[config.mk]
export PLATFORM = sky130hd
export DESIGN_NAME = pipeline_stage_register
export DESIGN_NICKNAME = d
export VERILOG_FILES = /design/src/rtl/pipeline_pkg.sv /design/src/rtl/stage_data_slot.sv /design/src/rtl/pipeline_stage_register.sv
export SDC_FILE = /design/constraint.sdc
export NUM_CORES = 1
export LEC_CHECK = 0
export ABC_AREA = 1
export BUFFER_PORTS_ARGS = -buffer_cell sky130_fd_sc_hd__buf_2
export CORE_UTILIZATION = 45
export DETAILED_ROUTE_END_ITERATION = 8
export MAX_ROUTING_LAYER = met4
export PLACE_DENSITY = 0.68
export REMOVE_ABC_BUFFERS = 1
export SYNTH_ARGS = -nofsm -noshare
export SYNTH_HDL_FRONTEND = slang
export SYNTH_SLANG_ARGS = --single-unit
export TNS_END_PERCENT = 100
[constraint.sdc]
create_clock -name clk -period 1.76 [get_ports clk]
set_clock_uncertainty 0.1 [all_clocks]
set_input_delay 0.176 -clock clk [delete_from_list [all_inputs] [get_ports clk]]
set_output_delay 0.176 -clock clk [all_outputs]
set_load 0.005 [all_outputs]
[src/rtl/pipeline_pkg.sv]
// pipeline_pkg: shared state type, bubble value and per-boundary bundle widths
package pipeline_pkg;
    typedef enum logic [1:0] {EMPTY, BUSY, FULL} stage_state_t;
    localparam logic CTRL_BUBBLE = 1'b0;
    localparam int ID_EX_CTRL_WIDTH = 9;
    localparam int ID_EX_DATA_WIDTH = 106;
    localparam int EX_MEM_CTRL_WIDTH = 3;
    localparam int EX_MEM_DATA_WIDTH = 133;
    localparam int MEM_WB_CTRL_WIDTH = 2;
    localparam int MEM_WB_DATA_WIDTH = 69;
endpackage

[src/rtl/stage_data_slot.sv]
// stage_data_slot: one {ctrl,data} storage entry with load, clear and valid flag
module stage_data_slot #(
    parameter int CTRL_WIDTH = 3,
    parameter int DATA_WIDTH = 133
) (
    input  logic                  clk,
    input  logic                  reset_n,
    input  logic                  load,
    input  logic                  clear,
    input  logic [CTRL_WIDTH-1:0] load_ctrl,
    input  logic [DATA_WIDTH-1:0] load_data,
    output logic                  valid,
    output logic [CTRL_WIDTH-1:0] ctrl,
    output logic [DATA_WIDTH-1:0] data
);
    logic                  valid_q, valid_d;
    logic [CTRL_WIDTH-1:0] ctrl_q, ctrl_d;
    logic [DATA_WIDTH-1:0] data_q, data_d;

    // load wins over clear; clear drops only valid so the payload keeps its last value
    always_comb begin
        valid_d = load | (valid_q & ~clear);
        ctrl_d  = load ? load_ctrl : ctrl_q;
        data_d  = load ? load_data : data_q;
    end

    // entry storage, zeroed by asynchronous reset
    always_ff @(posedge clk or negedge reset_n) begin
        if (!reset_n) begin
            valid_q <= 1'b0;
            ctrl_q  <= '0;
            data_q  <= '0;
        end else begin
            valid_q <= valid_d;
            ctrl_q  <= ctrl_d;
            data_q  <= data_d;
        end
    end

    assign valid = valid_q;
    assign ctrl  = ctrl_q;
    assign data  = data_q;
endmodule

[src/rtl/pipeline_stage_register.sv]
// pipeline_stage_register: valid/ready inter-stage register with optional skid entry and flush
module pipeline_stage_register
    import pipeline_pkg::*;
#(
    parameter int CTRL_WIDTH = EX_MEM_CTRL_WIDTH,
    parameter int DATA_WIDTH = EX_MEM_DATA_WIDTH,
    parameter bit SKID_EN    = 1'b1
) (
    input  logic                  clk,
    input  logic                  reset_n,
    input  logic                  flush,
    input  logic                  in_valid,
    output logic                  in_ready,
    input  logic [CTRL_WIDTH-1:0] in_ctrl,
    input  logic [DATA_WIDTH-1:0] in_data,
    output logic                  out_valid,
    input  logic                  out_ready,
    output logic [CTRL_WIDTH-1:0] out_ctrl,
    output logic [DATA_WIDTH-1:0] out_data
);
    logic                  push, pop;
    logic                  main_load, main_clear, main_valid;
    logic [CTRL_WIDTH-1:0] main_ctrl, load_ctrl;
    logic [DATA_WIDTH-1:0] load_data;

    assign push = in_valid & in_ready;
    assign pop  = out_valid & out_ready;

    stage_data_slot #(.CTRL_WIDTH(CTRL_WIDTH), .DATA_WIDTH(DATA_WIDTH)) main (
        .clk(clk), .reset_n(reset_n), .load(main_load), .clear(main_clear),
        .load_ctrl(load_ctrl), .load_data(load_data),
        .valid(main_valid), .ctrl(main_ctrl), .data(out_data)
    );

    assign out_valid = main_valid;
    assign out_ctrl  = main_valid ? main_ctrl : {CTRL_WIDTH{CTRL_BUBBLE}};

    generate
        if (SKID_EN) begin : g_skid
            stage_state_t          state_q, state_d;
            logic                  in_ready_q, in_ready_d;
            logic                  skid_load, skid_clear, skid_valid;
            logic [CTRL_WIDTH-1:0] skid_ctrl;
            logic [DATA_WIDTH-1:0] skid_data;

            stage_data_slot #(.CTRL_WIDTH(CTRL_WIDTH), .DATA_WIDTH(DATA_WIDTH)) skid (
                .clk(clk), .reset_n(reset_n), .load(skid_load), .clear(skid_clear),
                .load_ctrl(in_ctrl), .load_data(in_data),
                .valid(skid_valid), .ctrl(skid_ctrl), .data(skid_data)
            );

            // the older skid entry always refills main ahead of new input to keep FIFO order
            assign load_ctrl = skid_valid ? skid_ctrl : in_ctrl;
            assign load_data = skid_valid ? skid_data : in_data;

            // occupancy FSM: flush empties both entries, otherwise push/pop move entries
            always_comb begin
                state_d    = state_q;
                main_load  = 1'b0;
                main_clear = 1'b0;
                skid_load  = 1'b0;
                skid_clear = 1'b0;
                if (flush) begin
                    state_d    = EMPTY;
                    main_clear = 1'b1;
                    skid_clear = 1'b1;
                end else begin
                    case (state_q)
                        EMPTY: if (push) begin
                            main_load = 1'b1;
                            state_d   = BUSY;
                        end
                        BUSY: if (push & ~pop) begin
                            skid_load = 1'b1;
                            state_d   = FULL;
                        end else if (pop & ~push) begin
                            main_clear = 1'b1;
                            state_d    = EMPTY;
                        end else if (push & pop) begin
                            main_load = 1'b1;
                        end
                        FULL: if (pop) begin
                            main_load  = 1'b1;
                            skid_clear = 1'b1;
                            state_d    = BUSY;
                        end
                        default: state_d = EMPTY;
                    endcase
                end
                in_ready_d = state_d != FULL;
            end

            // state and registered ready
            always_ff @(posedge clk or negedge reset_n) begin
                if (!reset_n) begin
                    state_q    <= EMPTY;
                    in_ready_q <= 1'b1;
                end else begin
                    state_q    <= state_d;
                    in_ready_q <= in_ready_d;
                end
            end

            assign in_ready = in_ready_q;
        end else begin : g_single
            assign in_ready   = ~main_valid | out_ready;
            assign main_load  = push & ~flush;
            assign main_clear = flush | pop;
            assign load_ctrl  = in_ctrl;
            assign load_data  = in_data;
        end
    endgenerate
endmodule
==> key figures, run 1 <==
Outcome
  • Status: complete, no violations

STA
  • Worst-Margin Slew: 0.492 ns
  • Final period util: 0.954
  • Fin. max-slew vios: 0
  • Minimum clock period: 1.68 ns
  • Final Setup Violations: 0
  • Final number of hold-violating endpoints: 0
  • Max_slew headroom: 0.672
  • RSZ-0062 raised after global routing: true
  • Fmax: 595 MHz

Routing
  • Drt pass-1 iters: 6
  • Final WL: 37.9 mm
  • DR iter-0 viols: 955
  • Vias/cell: between 5 and 6
  • Wire per inst: approximately 16 um
  • Routed via count: 12,300
  • ANT nets after route: 0
  • DRC Markers: 0

Worst setup path
  • Path depth of the worst reg2reg path: 8
  • Critical Path End Type: flop
  • WP data arrival: 2.01 ns
  • CP max FO: 43
  • CP required: ~2.1 ns
  • Startpoint types: flop
  • Kind of critical path: reg2reg

Pwr
  • Power, Total: ~22 mW
  • Max IR drop VDD: 732 uV
  • Pwr per Cell Area: about 1300 nW/um^2
  • Pleak: between 9 and 10 nW

GRT
  • GR Util All Layers: 0.255
  • Global route overflow: 0
  • Initial antenna violation count: 1
  • Vias in the first global route: 11,700
  • Largest net degree at the start of global routing: 90
  • First-pass GRT wire length: about 58 mm

Floorplan
  • Core Footprint: 28,000 sq um
  • Io pins: 279
  • Die width: 171 um
  • Die area: 29,300 sq um
  • Num rows: about 60
  • Initial Util: 0.460
  • Die Height: 171 um

Yosys
  • Synth warn: 0
  • Seq/Total Area, Yosys: 0.538
  • Post-synth cell types: 18
  • Post-Synthesis Cell Area: 12,900 sq um
  • Flops & latches, synth: 277
  • Synth Instances: 1,657
  • Synthesized area per cell: 7.78 sq um

Placed design
  • Routability cong.: 0.801
  • Port buffer count: 278
  • HPWL after detailed placement: 20.8 mm

Clock tree
  • Root Buffer: clkbuf_16
  • TritonCTS Buffers: 30
  • Clock sink count: 277
  • CTS tree: yes
  • Worst-Skew Late Latency: 0.54 ns
  • CTS clk-pin slew, worst paths: 0.06 ns
  • H-tree depth: 1
  • Largest buffer count on any clock path: 3

Layout
  • Layout cell share with drive strength beyond 1: 0.188
  • Area grow syn2layout: 34.7%
  • Final core area utilization: 0.620
  • Total Nets Final: between 2,000 and 2,500

Job
  • MaxCap Viol Count: 0

Worst hold path
  • HP Class: in2async
stage by stage:
step                      setup WS, ns  cell area (sq um)  setup TNS [ns]  hold WS [ns]  instances
after floorplan                  -5.40              12200        -1237.95        -0.220       1538
after global placement          0.0856              14800               0       0.00367       2235
after CTS                       0.0349              17200               0        0.0290       2428
after detailed placement        0.0368              14800               0       0.00536       2235
after global routing           -0.0199              17400         -0.0312        0.0391       2439
final                           0.0805              17400               0        0.0218       2439
registers in the layout, indices dropped and copies added (netlist names):
signal             flops
g_skid.skid.data     133
main.data            133
g_skid.skid.ctrl       3
main.ctrl              3
g_skid.state_q         2
g_skid.skid.valid      1
in_ready               1
main.valid             1
cell usage after synthesis:
| cell type | instances | area, sq um |
|---|---|---|
| a21oi_2 | 1 | 8.76 |
| buf_1 | 1 | 3.75 |
| buf_2 | 60 | 300 |
| buf_4 | 10 | 75.1 |
| buf_6 | 17 | 191 |
| clkbuf_1 | 31 | 116 |
| dfrtp_1 | 276 | 6910 |
| dfstp_2 | 1 | 26.3 |
| inv_1 | 144 | 541 |
| inv_2 | 1 | 3.75 |
| nand2_1 | 692 | 2600 |
| nand2_2 | 1 | 6.26 |
| nand3_1 | 276 | 1380 |
| nand4_1 | 1 | 6.26 |
| nor2_1 | 6 | 22.5 |
| nor2_4 | 1 | 11.3 |
| o21ai_0 | 137 | 686 |
| o21bai_1 | 1 | 7.51 |
layout by cell type (no fill, tap or decap):
| master | instances |
|---|---|
| clkbuf_1 | 5 |
| dfrtp_4 | 1 |
| bufinv_16 | 1 |
| nor2_1 | 5 |
| buf_6 | 2 |
| o21bai_1 | 1 |
| buf_2 | 277 |
| clkinv_2 | 6 |
| nor2_4 | 2 |
| o21ai_0 | 137 |
| nand2_2 | 2 |
| buf_16 | 1 |
| a21oi_4 | 1 |
| buf_8 | 2 |
| clkbuf_16 | 36 |
| inv_2 | 2 |
| diode_2 | 1 |
| clkbuf_8 | 10 |
| nand2_4 | 2 |
| nand2_1 | 689 |
| dlygate4sd3_1 | 140 |
| dfrtp_1 | 275 |
| inv_1 | 143 |
| nand4_1 | 1 |
| buf_12 | 28 |
| nand3_1 | 276 |
| buf_4 | 14 |
| dfstp_2 | 1 |
final timing paths:
check,from,to,slack (ns)
max in group asynchronous,reset_n,g_skid.skid.data[95]$_DFFE_PN0P_,0.79
setup reg to reg,in_ready$_DFF_PN1_,main.data[125]$_DFFE_PN0P_,0.08
setup / recovery,in_ready$_DFF_PN1_,main.data[125]$_DFFE_PN0P_,0.08
hold reg to reg,main.data[107]$_DFFE_PN0P_,main.data[107]$_DFFE_PN0P_,0.36
min in group clk,in_data[124],g_skid.skid.data[124]$_DFFE_PN0P_,0.31
hold / removal,reset_n,main.data[126]$_DFFE_PN0P_,0.02
metal layers:
metal  vias up  wire length, um  GRT usage  share of wire
li1       5949                -          -              -
met1      5794            16400      0.337           0.43
met2       506            17900      0.410           0.47
met3        79             2700     0.0306          0.071
met4         0              960     0.0773          0.025
met5         -                0          -              0
critical path, stage by stage (launching register included):
cell and delay, ns:
dfstp_2 0.53, nand2_1 0.09, inv_2 0.08, nand2_2 0.08, nand2_4 0.13, nand2_4 0.14
buf_12 0.22, nand2_1 0.10, nand2_1 0.06
cells by family after synthesis:
logic type	count (synthesis)	share of synthesized area
AND/OR/NAND/NOR	977	0.312
buffers and inverters	264	0.0955
flip-flops	277	0.538
AO/OA/AOI/OAI	139	0.0545
report_power, final:
group / switching, mW / total (mW) / internal [mW]
registers: 1.34 / 10.0 / 8.69
logic: 3.08 / 5.58 / 2.50
clock network: 2.52 / 6.27 / 3.75
timing repair:
| item | 4_1_cts | 5_1_grt |
|---|---|---|
| setup endpoints to repair | 0 | 246 |
| gates resized for setup | 0 | 5 |
| hold buffers | 140 | 0 |
| setup buffers | 0 | 3 |
| hold endpoints to repair | 554 | 0 |
cell type report:
cell class	count	area [sq um]
Antenna cell	1	2.50
Clock buffer	46	932
Clock inverter	7	60.1
Fill cell	2417	10600
Inverter	145	544
Multi-Input combinational cell	1116	4760
Sequential cell	277	6940
Tap cell	378	473
Timing Repair Buffer	469	3660
(Power assumes the default switching activity.)
==> inputs of run 2 (changes only) <==
--- a/config.mk
+++ b/config.mk
@@ -11,7 +11,6 @@
 export DETAILED_ROUTE_END_ITERATION = 8
 export MAX_ROUTING_LAYER = met4
 export PLACE_DENSITY = 0.68
-export REMOVE_ABC_BUFFERS = 1
 export SYNTH_ARGS = -nofsm -noshare
 export SYNTH_HDL_FRONTEND = slang
 export SYNTH_SLANG_ARGS = --single-unit
==> key figures, run 2 (same netlist as run 1, synthesis figures left out) <==
Worst setup path
  • Startpoint types: flop
  • RR Endpoint: g_skid.skid.data[86]$_DFFE_PN0P_
  • Critical Path End Type: flop
  • Reg2reg start: in_ready$_DFF_PN1_
  • Kind of critical path: reg2reg
  • CP required: 2.14 ns
  • CP max FO: 17
  • Path depth of the worst reg2reg path: 8
  • Reg2Reg Setup Slack: 0.03 ns
  • WP data arrival: 2.11 ns

Routing
  • Vias/cell: slightly above 5
  • Final WL: 40.0 mm
  • Routed via count: ~12,000
  • ANT nets after route: 0
  • DR iter-0 viols: approximately 990
  • Wire per inst: about 16 um
  • Drt pass-1 iters: 5
  • DRC Markers: 0

Yosys
  • Syn nets: around 1,800

STA
  • Hold WS: 0.0212 ns
  • Fmax: 577 MHz
  • Minimum clock period: 1.73 ns
  • Fin Setup TNS: 0 ns
  • Final period util: 0.985
  • Final Setup Violations: 0
  • Fin. max-slew vios: 0
  • Setup WS post-layout: 0.0268 ns
  • Max_slew headroom: 0.700
  • Final number of hold-violating endpoints: 0
  • Worst-Margin Slew: 0.450 ns

Outcome
  • Status: complete, no violations

Placed design
  • Port buffer count: 278
  • HPWL after detailed placement: around 22 mm
  • Routability cong.: 0.806
  • Place WS: 0.0607 ns

Clock tree
  • CTS clk-pin slew, worst paths: 0.06 ns
  • Clock sink count: 277
  • Largest buffer count on any clock path: 3
  • Worst-Skew Late Latency: 0.55 ns
  • Root Buffer: clkbuf_16
  • TritonCTS Buffers: 31
  • CTS tree: yes
  • H-tree depth: 1

Floorplan
  • Die width: 171 um
  • Die area: just under 30,000 sq um
  • Core Footprint: 28,000 sq um
  • Initial Util: 0.460
  • Num rows: 61
  • Die Height: 171 um
  • Io pins: 279

Layout
  • Fill count: 2,354
  • Commonest non-fill, non-tap cells in the layout: nand2_1, buf_2, nand3_1, dfrtp_1, inv_1
  • Area grow syn2layout: 36.6%
  • Total Nets Final: approximately 2,200
  • Layout cell share with drive strength beyond 1: 0.191
  • Most common cell after layout, fill and taps aside: nand2_1

GRT
  • Top Usage Layer GRT: met2
  • Met2 usage: 0.418
  • First-pass GRT wire length: about 58 mm
  • Vias in the first global route: 11,600
  • Initial antenna violation count: 1
  • Largest net degree at the start of global routing: ~120
  • Routing usage on met3: 0.0361
  • Met1 usage: 0.332
  • GR Util All Layers: 0.255
  • Global route overflow: 0

Pwr
  • Pwr per Cell Area: 1250 nW/um^2
  • Power, Total: 22.0 mW
  • Max IR drop VDD: 843 uV
  • Pleak: 9.60 nW

Worst hold path
  • HP Class: in2async

Job
  • MaxCap Viol Count: 0
## run 2: cell types whose count changed in the layout (fill, tap and decap cells not counted), sizes merged
cell    change
nand2       +2
diode       +1
clkinv      -3
buf         +6
inv         +1
## run 2: worst max-delay path, stage by stage (launching register included)
cell and delay, ns:
dfstp_2 0.54, nand2_2 0.07, inv_2 0.08, nand2_4 0.08, nor2_4 0.24, buf_12 0.21
buf_12 0.17, nand3_1 0.08, nand2_1 0.09
## run 2: cell type report
cell class                 count  area, sq um  area share
sequential                   277         6940       0.394
multi-input combinational   1118         4820       0.274
timing repair buffer         478         3890       0.221
clock buffer                  43          881      0.0500
inverter                     145          544      0.0309
tap                          378          473      0.0269
clock inverter                 5         53.8     0.00306
antenna                        2         5.00    0.000284
## run 2: metal layers
layer | wire length (um) | up-vias
met1 | 17200 | 5849
met4 | 969 | 0
met3 | 2760 | 70
met2 | 19100 | 493
met5 | 0 | -
li1 | - | 5981
## run 2: worst max-delay path by stage
stage	end	slack (ns)	startpoint
final	g_skid.skid.data[86]$_DFFE_PN0P_	0.03	in_ready$_DFF_PN1_
after global routing	g_skid.skid.data[74]$_DFFE_PN0P_	-0.02	in_ready$_DFF_PN1_
after CTS	main.data[19]$_DFFE_PN0P_	0.04	in_ready$_DFF_PN1_
after detailed placement	main.data[93]$_DFFE_PN0P_	0.06	in_ready$_DFF_PN1_
after global placement	main.data[66]$_DFFE_PN0P_	0.11	in_ready$_DFF_PN1_
after floorplan	g_skid.skid.data[112]$_DFFE_PN0P_	0.22	in_ready$_DFF_PN1_
## run 2: timing repair
action                                 in CTS  in global routing
buffers inserted                            0                  6
setup endpoints to repair                   0                179
resized for setup                           0                 14
endpoints found under the hold margin     554                  0
hold buffers                              140                  0
## run 2: report_power, final
group | internal (mW) | switching [mW]
sequential | 8.70 | 1.33
clock | 3.57 | 2.53
combinational | 2.59 | 3.24
## run 2: through the flow
stage	instances	utilization	area (sq um)
6_report	2446	0.629	17600
5_1_grt	2445	0.629	17600
4_1_cts	2421	0.612	17100
3_5_place_dp	2233	0.529	14800
3_3_place_gp	2233	0.529	14800
2_1_floorplan	1657	-	12900
